**config.mk**
```make
export PLATFORM = sky130hd
export DESIGN_NAME = bram32_frame_loader
export DESIGN_NICKNAME = d
export VERILOG_FILES = /design/src/rtl/bram32_frame_loader.sv
export SDC_FILE = /design/constraint.sdc
export NUM_CORES = 1
export LEC_CHECK = 0
export BUFFER_PORTS_ARGS = -buffer_cell sky130_fd_sc_hd__buf_2
export CAP_MARGIN = 20
export CORE_UTILIZATION = 50
export CTS_CLUSTER_SIZE = 14
export DETAILED_ROUTE_END_ITERATION = 12
export GPL_ROUTABILITY_DRIVEN = 1
export HOLD_SLACK_MARGIN = 0.03
export PLACE_DENSITY = 0.78
export SLEW_MARGIN = 40
export SYNTH_ARGS = -nofsm -noshare
export SYNTH_HDL_FRONTEND = slang
export SYNTH_SLANG_ARGS = --single-unit
```
**constraint.sdc**
```tcl
create_clock -name clk -period 2.07 [get_ports clk]
set_input_delay 0.207 -clock clk [delete_from_list [all_inputs] [get_ports clk]]
set_output_delay 0.207 -clock clk [all_outputs]
set_load 0.01 [all_outputs]
```
**src/rtl/bram32_frame_loader.sv**
```systemverilog
`default_nettype none
// ============================================================================
//  Module      : bram32_frame_loader
//  Description : Write stage for the 32x13 multi-read-port sample BRAM.
//                Accepts a valid/ready sample stream, fills one frame in
//                linear or bit-reversed address order, then holds the frame
//                for the downstream readers until they release it.
//  Revision    : 1.0 - initial release
// ============================================================================
module bram32_frame_loader #(
    parameter int DATA_W    = 13,
    parameter int ADDR_W    = 5,
    parameter int FRAME_LEN = 32
) (
    input  logic              clk,
    input  logic              rst,
    input  logic              in_valid,
    input  logic [DATA_W-1:0] in_data,
    input  logic              in_last,
    output logic              in_ready,
    input  logic              bitrev_mode,
    input  logic              frame_release,
    output logic              bram_write_en,
    output logic [ADDR_W-1:0] bram_write_addr,
    output logic [DATA_W-1:0] bram_write_data,
    output logic              frame_ready,
    output logic [ADDR_W:0]   frame_words,
    output logic              short_frame,
    output logic [7:0]        frame_count
);

    localparam logic [ADDR_W-1:0] LAST_IDX = ADDR_W'(FRAME_LEN - 1);

    typedef enum logic [1:0] {
        LOAD  = 2'd0,
        FLUSH = 2'd1,
        HOLD  = 2'd2
    } state_t;

    state_t              state_q, state_d;
    logic                in_ready_q;
    logic                frame_ready_q;
    logic [ADDR_W-1:0]   word_cnt_q;
    logic                bitrev_q;
    logic                wr_en_q;
    logic [ADDR_W-1:0]   wr_addr_q;
    logic [DATA_W-1:0]   wr_data_q;
    logic [ADDR_W:0]     frame_words_q;
    logic                short_frame_q;
    logic [7:0]          frame_count_q;

    logic                hs;
    logic                frame_end;
    logic                use_rev;
    logic [ADDR_W-1:0]   addr_rev;
    logic [ADDR_W-1:0]   addr_next;

    assign hs        = in_valid & in_ready_q;
    assign frame_end = hs & ((word_cnt_q == LAST_IDX) | in_last);
    // Mode is taken live on word 0 and from the latched copy afterwards.
    assign use_rev   = (word_cnt_q == '0) ? bitrev_mode : bitrev_q;

    generate
        for (genvar i = 0; i < ADDR_W; i++) begin : g_bitrev
            assign addr_rev[i] = word_cnt_q[ADDR_W-1-i];
        end
    endgenerate

    assign addr_next = use_rev ? addr_rev : word_cnt_q;

    // Next-state logic for the LOAD / FLUSH / HOLD sequence.
    always_comb begin
        state_d = state_q;
        case (state_q)
            LOAD:    if (frame_end) state_d = FLUSH;
            FLUSH:   state_d = HOLD;
            HOLD:    if (frame_release) state_d = LOAD;
            default: state_d = LOAD;
        endcase
    end

    // State, write-port, word-counter and frame-status registers.
    always_ff @(posedge clk) begin
        if (rst) begin
            state_q       <= LOAD;
            in_ready_q    <= 1'b0;
            frame_ready_q <= 1'b0;
            word_cnt_q    <= '0;
            bitrev_q      <= 1'b0;
            wr_en_q       <= 1'b0;
            wr_addr_q     <= '0;
            wr_data_q     <= '0;
            frame_words_q <= '0;
            short_frame_q <= 1'b0;
            frame_count_q <= '0;
        end else begin
            state_q    <= state_d;
            in_ready_q <= (state_d == LOAD);
            // Ready rises one cycle into HOLD, after the final write has settled;
            // it drops together with the release so readers never see a stale flag.
            frame_ready_q <= (state_q == HOLD) & ~frame_release;

            wr_en_q <= hs;
            if (hs) begin
                wr_addr_q <= addr_next;
                wr_data_q <= in_data;
                if (word_cnt_q == '0) begin
                    bitrev_q <= bitrev_mode;
                end
                if (frame_end) begin
                    word_cnt_q    <= '0;
                    frame_words_q <= (ADDR_W+1)'(word_cnt_q) + 1'b1;
                    short_frame_q <= (word_cnt_q != LAST_IDX);
                end else begin
                    word_cnt_q <= word_cnt_q + 1'b1;
                end
            end

            if ((state_q == HOLD) && frame_release) begin
                word_cnt_q <= '0;
            end

            if (state_q == FLUSH) begin
                frame_count_q <= frame_count_q + 8'd1;
            end
        end
    end

    assign in_ready        = in_ready_q;
    assign bram_write_en   = wr_en_q;
    assign bram_write_addr = wr_addr_q;
    assign bram_write_data = wr_data_q;
    assign frame_ready     = frame_ready_q;
    assign frame_words     = frame_words_q;
    assign short_frame     = short_frame_q;
    assign frame_count     = frame_count_q;

endmodule
`default_nettype wire
```
## Word-level counts from Yosys, hierarchy flattened

Cells that the tools add are included.

- $add $sub $neg: 3
- Reduce and logical (&&, ||, !) cells: 6
- Multiplexer cells: 6
- Bitwise logic cells: 5
- Equality and inequality tests: 4

Operators with widths:

| operator | count |
|---|---|
| $mux W5 | 2 |
| $add A8 B1 Y8 const B | 1 |
| $add A5 B1 Y6 const B | 1 |
| $pmux W2 S3 | 1 |
| $add A5 B1 Y5 const B | 1 |
| $eq A5 B5 Y1 const B | 1 |
| $logic_not A5 Y1 | 1 |
| $ne A5 B5 Y1 const B | 1 |
| $logic_not A2 Y1 | 2 |
| $mux W2 | 2 |
| $and A1 B1 Y1 | 3 |
| $eq A2 B1 Y1 const B | 1 |
| $eq A2 B2 Y1 const B | 1 |
| $reduce_and A2 Y1 | 1 |
| $reduce_or A2 Y1 | 1 |
| $logic_and A1 B1 Y1 | 1 |
| $mux W1 | 1 |
| $not A1 Y1 | 1 |
| $or A1 B1 Y1 | 1 |

- Output and inout port bits: 36
- Input bits: 19
- Logic and storage cells: 35
- Register bits after elaboration: 44

## Logic depth before layout (Yosys ltp)

Gate-level depths: netlist (run 1).

- Word-level depth: 6
- Gate-level depth with buffers: 6
- Depth with buffers taken out: 6

## Least setup slack after synthesis (run 1)

OpenSTA, ideal clock, no wires.

- Path type: reg2reg
- Start point: register word_cnt_q[0]
- End point: register frame_words_q[0] (netlist: frame_words[0])
- Slack: 0.472 ns
- Arrival time: 1.528 ns
- Library setup time: 0.070 ns
- Data required time: 2.000 ns
- Period minus slack after synthesis: 1.598 ns
- Path buffers: 0
- Cell stages (with the launch flop): 7
- Path through: dfxtp_1 ha_1 and3_1 ha_1 o211ai_1 nand2_1 a21oi_1

- Cells in the longest elaborated chain, start to end: 4
- Elaborated cells on any way between the ends: 5
- Classes of those cells: add/sub (1); eq/ne (1); bitwise (2); reduce/logical (1)

RTL lines:

| what | line | text |
|---|---|---|
| start: declaration | 43 | `logic [ADDR_W-1:0] word_cnt_q;` |
| start signal: assignment | 115 | `word_cnt_q <= word_cnt_q + 1'b1;` |
| $eq A5 B5 Y1 | 59 | `assign frame_end = hs & ((word_cnt_q == LAST_IDX) \| in_last);` |
| $or A1 B1 Y1 | 59 |  |
| $and A1 B1 Y1 | 59 |  |
| $reduce_and A2 Y1 (no source line) | n/a |  |
| end signal: assignment | 112 | `frame_words_q <= (ADDR_W+1)'(word_cnt_q) + 1'b1;` |
| end: declaration | 48 | `logic [ADDR_W:0] frame_words_q;` |

Parallel ways exist; a longest one is shown, timed or not.
A chain may end at the register's enable or synchronous reset.

## Worst setup path after layout (run 1)

- Start point: register word_cnt_q[0]
- End point: register frame_words_q[4] (netlist: frame_words[4])

Same word-level chain as after synthesis.

==> impl_metrics.toml, run 1 <==
[power_and_ir_drop]
finalPower_w = 0.00141
power_density_nw_per_um2 = 643
leakagePower_nw = 0.970
vdd_drop_max_mv = 0.411

[die]
rows = 21
design.core.area_um2 = 3420
die_x_um = 62.4
io-pin-count = 55
die_area_um2 = 3900
die_h_um = 62.4
start_util_pct = 53.4

[synthesis]
yosysSeqAreaShare_pct = 48.3
synth_top_area_share_pct = 48.3
netlist_area_um2 = 1830
synth.area.top_cells = "dfxtp_1 (48%), a21oi_1 (9.0%), nand2_1 (7.8%), ha_1 (2.7%), nor2_1 (2.5%)"
synthDistinctLibCells = 42
async_flop_share_pct = 0
yosys_warnings = 0
synth-seq-cells = 44
synth_area_leader_cell = "dfxtp_1"
syn_inst = 208
post_synth.cell_area_avg_um2 = 8.78
syn_nets = 231
synth-edff-count = 0
synthFlopType = "dfxtp_1"

[placed_design]
dp_hpwl_mm = 2.70
io_buffers = 54
place_congestion = 0.824

[worst_setup_path]
criticalPathCategory = "register to register"
critPathMaxStageDelay_ns = 0.42
cp-end-kind = "register"
critPathMaxFanout = 6
crit_arrival_ns = 2.09
slowest_stage = "o211ai_1"
worstPathRequired_ns = 2.34
worstPathCellList = "ha_1, and3_1, ha_1, o211ai_1, nand2_1, a21oi_1"
start_kind = "register"
cp_common_cell = "ha_1"

[clock_tree]
cts_tree = "yes"
cts_root_buffer = "clkbuf_4"
cts_made_buffers = 5
clock_latency_ns = 0.34
cts_sinks = 44
clkTransAtPathRegs_ns = 0.12
h-tree-depth = 2
post-cts-setup-buffers = 0
clock_path_buffers = 2

[grt]
grt_start_max_net_pins = 30
grt_first_pass_wirelength_mm = 6.39
grt_pass1_vias = 1447
grt_util_all_layers_pct = 20.4
gr-total-overflow = 0
antenna_found_initial = 0

[final_layout]
fillers = 335
drive_gt1_share_pct = 27.4
diodes = 0
nets = 286
area_growth_syn_to_layout_pct = 19.8

[detailed_routing]
final_antenna_net_count = 0
viasPerCell = 5.36
vias = 1655
routedWlPerCell_um = 12.5
drt_iter0_markers = 97
wl_mm = 3.88
drtPass1Iterations = 4
drc = 0

[run]
cap_viol_max_count = 0

[sta]
fin_setup_tns_ns = 0
skew_ns = 0.0135
maxSlewViolCount = 0
slew_headroom_pct = 67.3
rsz0062_at_grt = "no"
hold_ws_ns = 0.0923
max_freq_mhz = 547
period_minus_slack_ns = 1.83
worst_pin_slew_ns = 0.490
setup_viol = 0
final-hold-violation-count = 0
fin_crit_sh_pct = 88.3

[status]
status = "completed"

[min_path]
hold_path.class = "primary input to register"
-- logic make-up (layout without fill, tap and decap cells) --
group | count (synthesis) | count (layout) | share of synthesized area [%]
AO/OA/AOI/OAI | 54 | 54 | 17.4
flip-flops | 44 | 44 | 48.3
XOR/XNOR | 4 | 4 | 1.92
multiplexers | 3 | 3 | 1.71
buffers and inverters | 16 | 71 | 3.56
AND/OR/NAND/NOR | 83 | 83 | 24.4
adder cells (fa/ha/maj) | 4 | 4 | 2.74
-- final cells by class --
class,count,area [um^2],share of cell area [%]
Timing Repair Buffer,58,300,13.7
Clock inverter,1,5.00,0.229
Clock buffer,6,41.3,1.89
Multi-Input combinational cell,148,880,40.2
Inverter,6,22.5,1.03
Tap cell,46,57.6,2.63
Sequential cell,44,881,40.3
-- power breakdown --
group          total, W  internal [W]  switching (W)
Sequential     0.000890      0.000872      0.0000179
Combinational  0.000145     0.0000604      0.0000843
Clock          0.000371      0.000125       0.000246
Total           0.00141       0.00106       0.000348
-- routing by layer --
layer | wire, um | part of all wire [%] | track usage (%) | vias up
li1 | - | - | - | 847
met1 | 1870 | 48 | 27.9 | 740
met2 | 1720 | 44 | 31.1 | 62
met3 | 233 | 6.0 | 4.56 | 6
met4 | 59 | 1.5 | 8.43 | 0
met5 | 0 | 0 | 0 | -
-- sequential cells by signal, indices dropped and copies added, names as in the netlist, 2 cells and up --
| register | count |
|---|---|
| state_q | 2 |
| bram_write_addr | 5 |
| word_cnt_q | 5 |
| frame_words | 6 |
| frame_count | 8 |
| bram_write_data | 13 |
-- worst paths after layout --
kind	start	end	slack [ns]	depth (start not counted)
max	word_cnt_q[0]	frame_words[4]	0.24	6
min	in_data[12]	bram_write_data[12]	0.09	3
max reg2reg	word_cnt_q[0]	frame_words[4]	0.24	6
min reg2reg	bram_write_data[11]	bram_write_data[11]	0.46	2
-- per-stage QoR --
stage	utilization [%]	std cells	instance area [um^2]	worst slack (ns)
global route	64.0	309	2190	0.00343
global placement	62.7	302	2140	0.335
CTS	64.0	309	2190	0.241
floorplan	-	208	1830	0.472
detailed placement	62.7	302	2140	0.290
finish	64.0	309	2190	0.243
-- cell usage in the layout, fill, tap and decap left out, types with 2 or more instances in the layout --
master / netlist / routed
nand2_1: 38 / 38
a21oi_1: 33 / 33
nand4_1: 2 / 2
inv_1: 6 / 6
buf_4: 0 / 4
or3_1: 2 / 2
ha_1: 4 / 4
clkbuf_4: 0 / 5
o31ai_1: 4 / 4
and3_1: 2 / 2
a22oi_1: 2 / 2
and4_1: 2 / 2
a211oi_1: 3 / 3
buf_2: 4 / 54
nor2_1: 12 / 12
dfxtp_1: 44 / 44
mux2i_1: 2 / 2
or4_1: 4 / 4
xnor2_1: 3 / 3
o22ai_1: 2 / 2
nand3_1: 6 / 6
o21ai_0: 3 / 3
nand3b_1: 3 / 3
a311oi_1: 3 / 3
-- timing repair --
item / in CTS / in global routing
hold buffers: 0 / 0
resized for setup: 0 / 1
setup endpoints to repair: 0 / 1
-- cell usage after synthesis (4+ instances only) --
cell and n:
nand2_1 38, inv_1 6, nor2_1 12, a21oi_1 33, clkbuf_1 4, nand3_1 6
buf_2 4, o31ai_1 4, ha_1 4, or4_1 4, dfxtp_1 44
-- worst max-delay path, delay by kind of cell (launching register included) --
| kind | cells | cell delay, ns |
|---|---|---|
| compound gates | 2 | 0.57 |
| simple gates | 2 | 0.30 |
| fa+ha+maj | 2 | 0.52 |
| flops | 1 | 0.38 |
No activity file was read; power rests on OpenSTA's default activity.
==> run 2, diff against run 1 <==
--- a/config.mk
+++ b/config.mk
@@ -5,6 +5,7 @@
 export SDC_FILE = /design/constraint.sdc
 export NUM_CORES = 1
 export LEC_CHECK = 0
+export ABC_AREA = 1
 export BUFFER_PORTS_ARGS = -buffer_cell sky130_fd_sc_hd__buf_2
 export CAP_MARGIN = 20
 export CORE_UTILIZATION = 50
==> run 2 against run 1 <==
  * Non-clock buffer count down 2
  * Core utilization down 0.22 points
  * Final cell count up 12%
  * Routed wire length down 4.8%
  * Synthesized area down 0.69%
  * Global-route usage up 0.45 points
  * Largest power group unchanged
  * Highest routed layer unchanged
==> impl_metrics.toml, run 2 <==
[status]
status = "completed"

[clock_tree]
post-cts-setup-buffers = 0
cts_resized = 0
clock_latency_ns = 0.34
clock_path_buffers = 2
cts_tree = "yes"
cts_made_buffers = 5
cts_root_buffer = "clkbuf_4"
holdBufCountCts = 0
cts_sinks = 44
clkTransAtPathRegs_ns = 0.12
h-tree-depth = 2

[power_and_ir_drop]
vdd_drop_max_mv = 0.461
finalPower_w = 0.00150
leakagePower_nw = 1.04
power_density_nw_per_um2 = 690

[placed_design]
post_dp_cell_area_um2 = 2120
placedCellCount = 337
place_congestion = 0.908
dp_hpwl_mm = 2.66
io_buffers = 54

[detailed_routing]
drc = 0
wl_mm = 3.69
drt_iter0_markers = 116
drtPass1Iterations = 4
viasPerCell = 4.90
final_antenna_net_count = 0
vias = 1689
routedWlPerCell_um = 10.7

[synthesis]
synthDistinctLibCells = 27
synthFlopType = "dfxtp_1"
post-synth-top-count-cell = "nor2_1"
synth_common_cells = "nor2_1 (56), dfxtp_1 (44), nand2_1 (38), o21ai_0 (24), inv_1 (19)"
synth-edff-count = 0
syn_inst = 243
synth.area.top_cells = "dfxtp_1 (49%), nor2_1 (12%), nand2_1 (7.9%), o21ai_0 (6.6%), inv_1 (3.9%)"
synth_area_leader_cell = "dfxtp_1"
synth_top_area_share_pct = 48.6
async_flop_share_pct = 0
post_synth.cell_area_avg_um2 = 7.46
netlist_area_um2 = 1810
syn_nets = 266
yosys_warnings = 0
yosysSeqAreaShare_pct = 48.6
synth-seq-cells = 44

[final_layout]
area_growth_syn_to_layout_pct = 20.2
nets = 321
final_area_um2 = 2180
diodes = 0
drive_gt1_share_pct = 25.4
utilization_pct = 63.8
instances_no_fill = 345
fillers = 327
final_common_cell = "nor2_1"
largest_reg_flops = 13
final_cell_mix = "nor2_1 (56), buf_2 (54), dfxtp_1 (44)"

[worst_setup_path]
rr_startpoint = "word_cnt_q[0]"
critPathMaxStageDelay_ns = 0.40
worstPathCellList = "ha_1, nand2_1, nor2_1, ha_1, o21ai_2, inv_2, o21ai_0, nor2_1"
timing.rr.end = "frame_words[3]"
rrSetupSlack_ns = 0.33
criticalPathCategory = "register to register"
worstPathRequired_ns = 2.31
rr_worst_depth = 8
critPathMaxFanout = 9
cp-end-kind = "register"
start_kind = "register"
crit_arrival_ns = 1.99
slowest_stage = "dfxtp_1"

[sta]
skew_ns = 0.00457
period_minus_slack_ns = 1.74
final-hold-violation-count = 0
fin_setup_tns_ns = 0
slew_headroom_pct = 72.8
fin_crit_sh_pct = 84.2
maxSlewViolCount = 0
rsz0062_at_grt = "no"
max_freq_mhz = 574
setup_viol = 0
worst_pin_slew_ns = 0.408

[die]
die_area_um2 = 3870
die_x_um = 62.2
io-pin-count = 55
die_h_um = 62.2
rows = 21
design.core.area_um2 = 3420
start_util_pct = 53.1

[run]
cap_viol_max_count = 0

[min_path]
hold_path.class = "primary input to register"
hold_start = "in_data[11]"
hold-path-endpoint = "bram_write_data[11]"
min_delay_path_depth = 3

[grt]
grt_start_max_net_pins = 30
grt_pass1_vias = 1558
gr-total-overflow = 0
antenna_found_initial = 0
grt_util_all_layers_pct = 20.9
grt_first_pass_wirelength_mm = 6.53
-- run 2: routing by layer --
| layer | wire [um] | share of wire (%) | vias up | global-route usage, % |
|---|---|---|---|---|
| li1 | - | - | 888 | - |
| met2 | 1710 | 46 | 48 | 35.2 |
| met5 | 0 | 0 | - | 0 |
| met3 | 165 | 4.5 | 5 | 4.96 |
| met1 | 1780 | 48 | 748 | 26.1 |
| met4 | 41 | 1.1 | 0 | 6.98 |
-- run 2: critical path, delay by kind of cell, from the launching register on --
kind	cells	cell delay, ns
fa+ha+maj	2	0.47
compound gates	2	0.47
flops	1	0.40
simple gates	3	0.17
buf+inv	1	0.14
-- run 2: where the power goes --
group | switching, W | internal, W
logic | 0.000107 | 0.0000724
registers | 0.0000209 | 0.000885
clock network | 0.000250 | 0.000168
-- run 2: final cells by class --
| cell class | count | area, um^2 | area share (%) |
|---|---|---|---|
| well taps | 46 | 57.6 | 2.64 |
| repair buffers | 56 | 285 | 13.1 |
| inverters | 25 | 93.8 | 4.31 |
| flip-flops and latches | 44 | 881 | 40.4 |
| multi-input cells | 166 | 803 | 36.9 |
| clock buffers | 8 | 58.8 | 2.70 |
-- run 2: worst max-delay path by stage --
stage | from | cells past startpoint | slack, ns | end
3_5_place_dp | word_cnt_q[0] | 8 | 0.35 | frame_words[4]
5_1_grt | word_cnt_q[0] | 8 | 0.23 | frame_words[4]
4_1_cts | word_cnt_q[0] | 8 | 0.33 | frame_words[3]
2_1_floorplan | word_cnt_q[0] | 8 | 0.54 | frame_words[1]
3_3_place_gp | word_cnt_q[0] | 8 | 0.43 | frame_words[5]
6_report | word_cnt_q[0] | 8 | 0.33 | frame_words[3]
-- run 2: stage by stage --
step / hold WS, ns / setup WS [ns]
after floorplan: 0.368 / 0.537
after global placement: 0.453 / 0.434
after detailed placement: 0.461 / 0.353
after CTS: 0.0998 / 0.335
after global routing: 0.0875 / 0.234
final: 0.111 / 0.328
-- run 2: logic make-up (layout without fill, tap and decap cells) --
| group | after synthesis | count (layout) | synth area share (%) |
|---|---|---|---|
| compound gates | 44 | 44 | 13.0 |
| xor+xnor | 2 | 2 | 0.966 |
| simple gates | 116 | 116 | 27.5 |
| fa+ha+maj | 4 | 4 | 2.76 |
| flops | 44 | 44 | 48.6 |
| buf+inv | 33 | 89 | 7.11 |
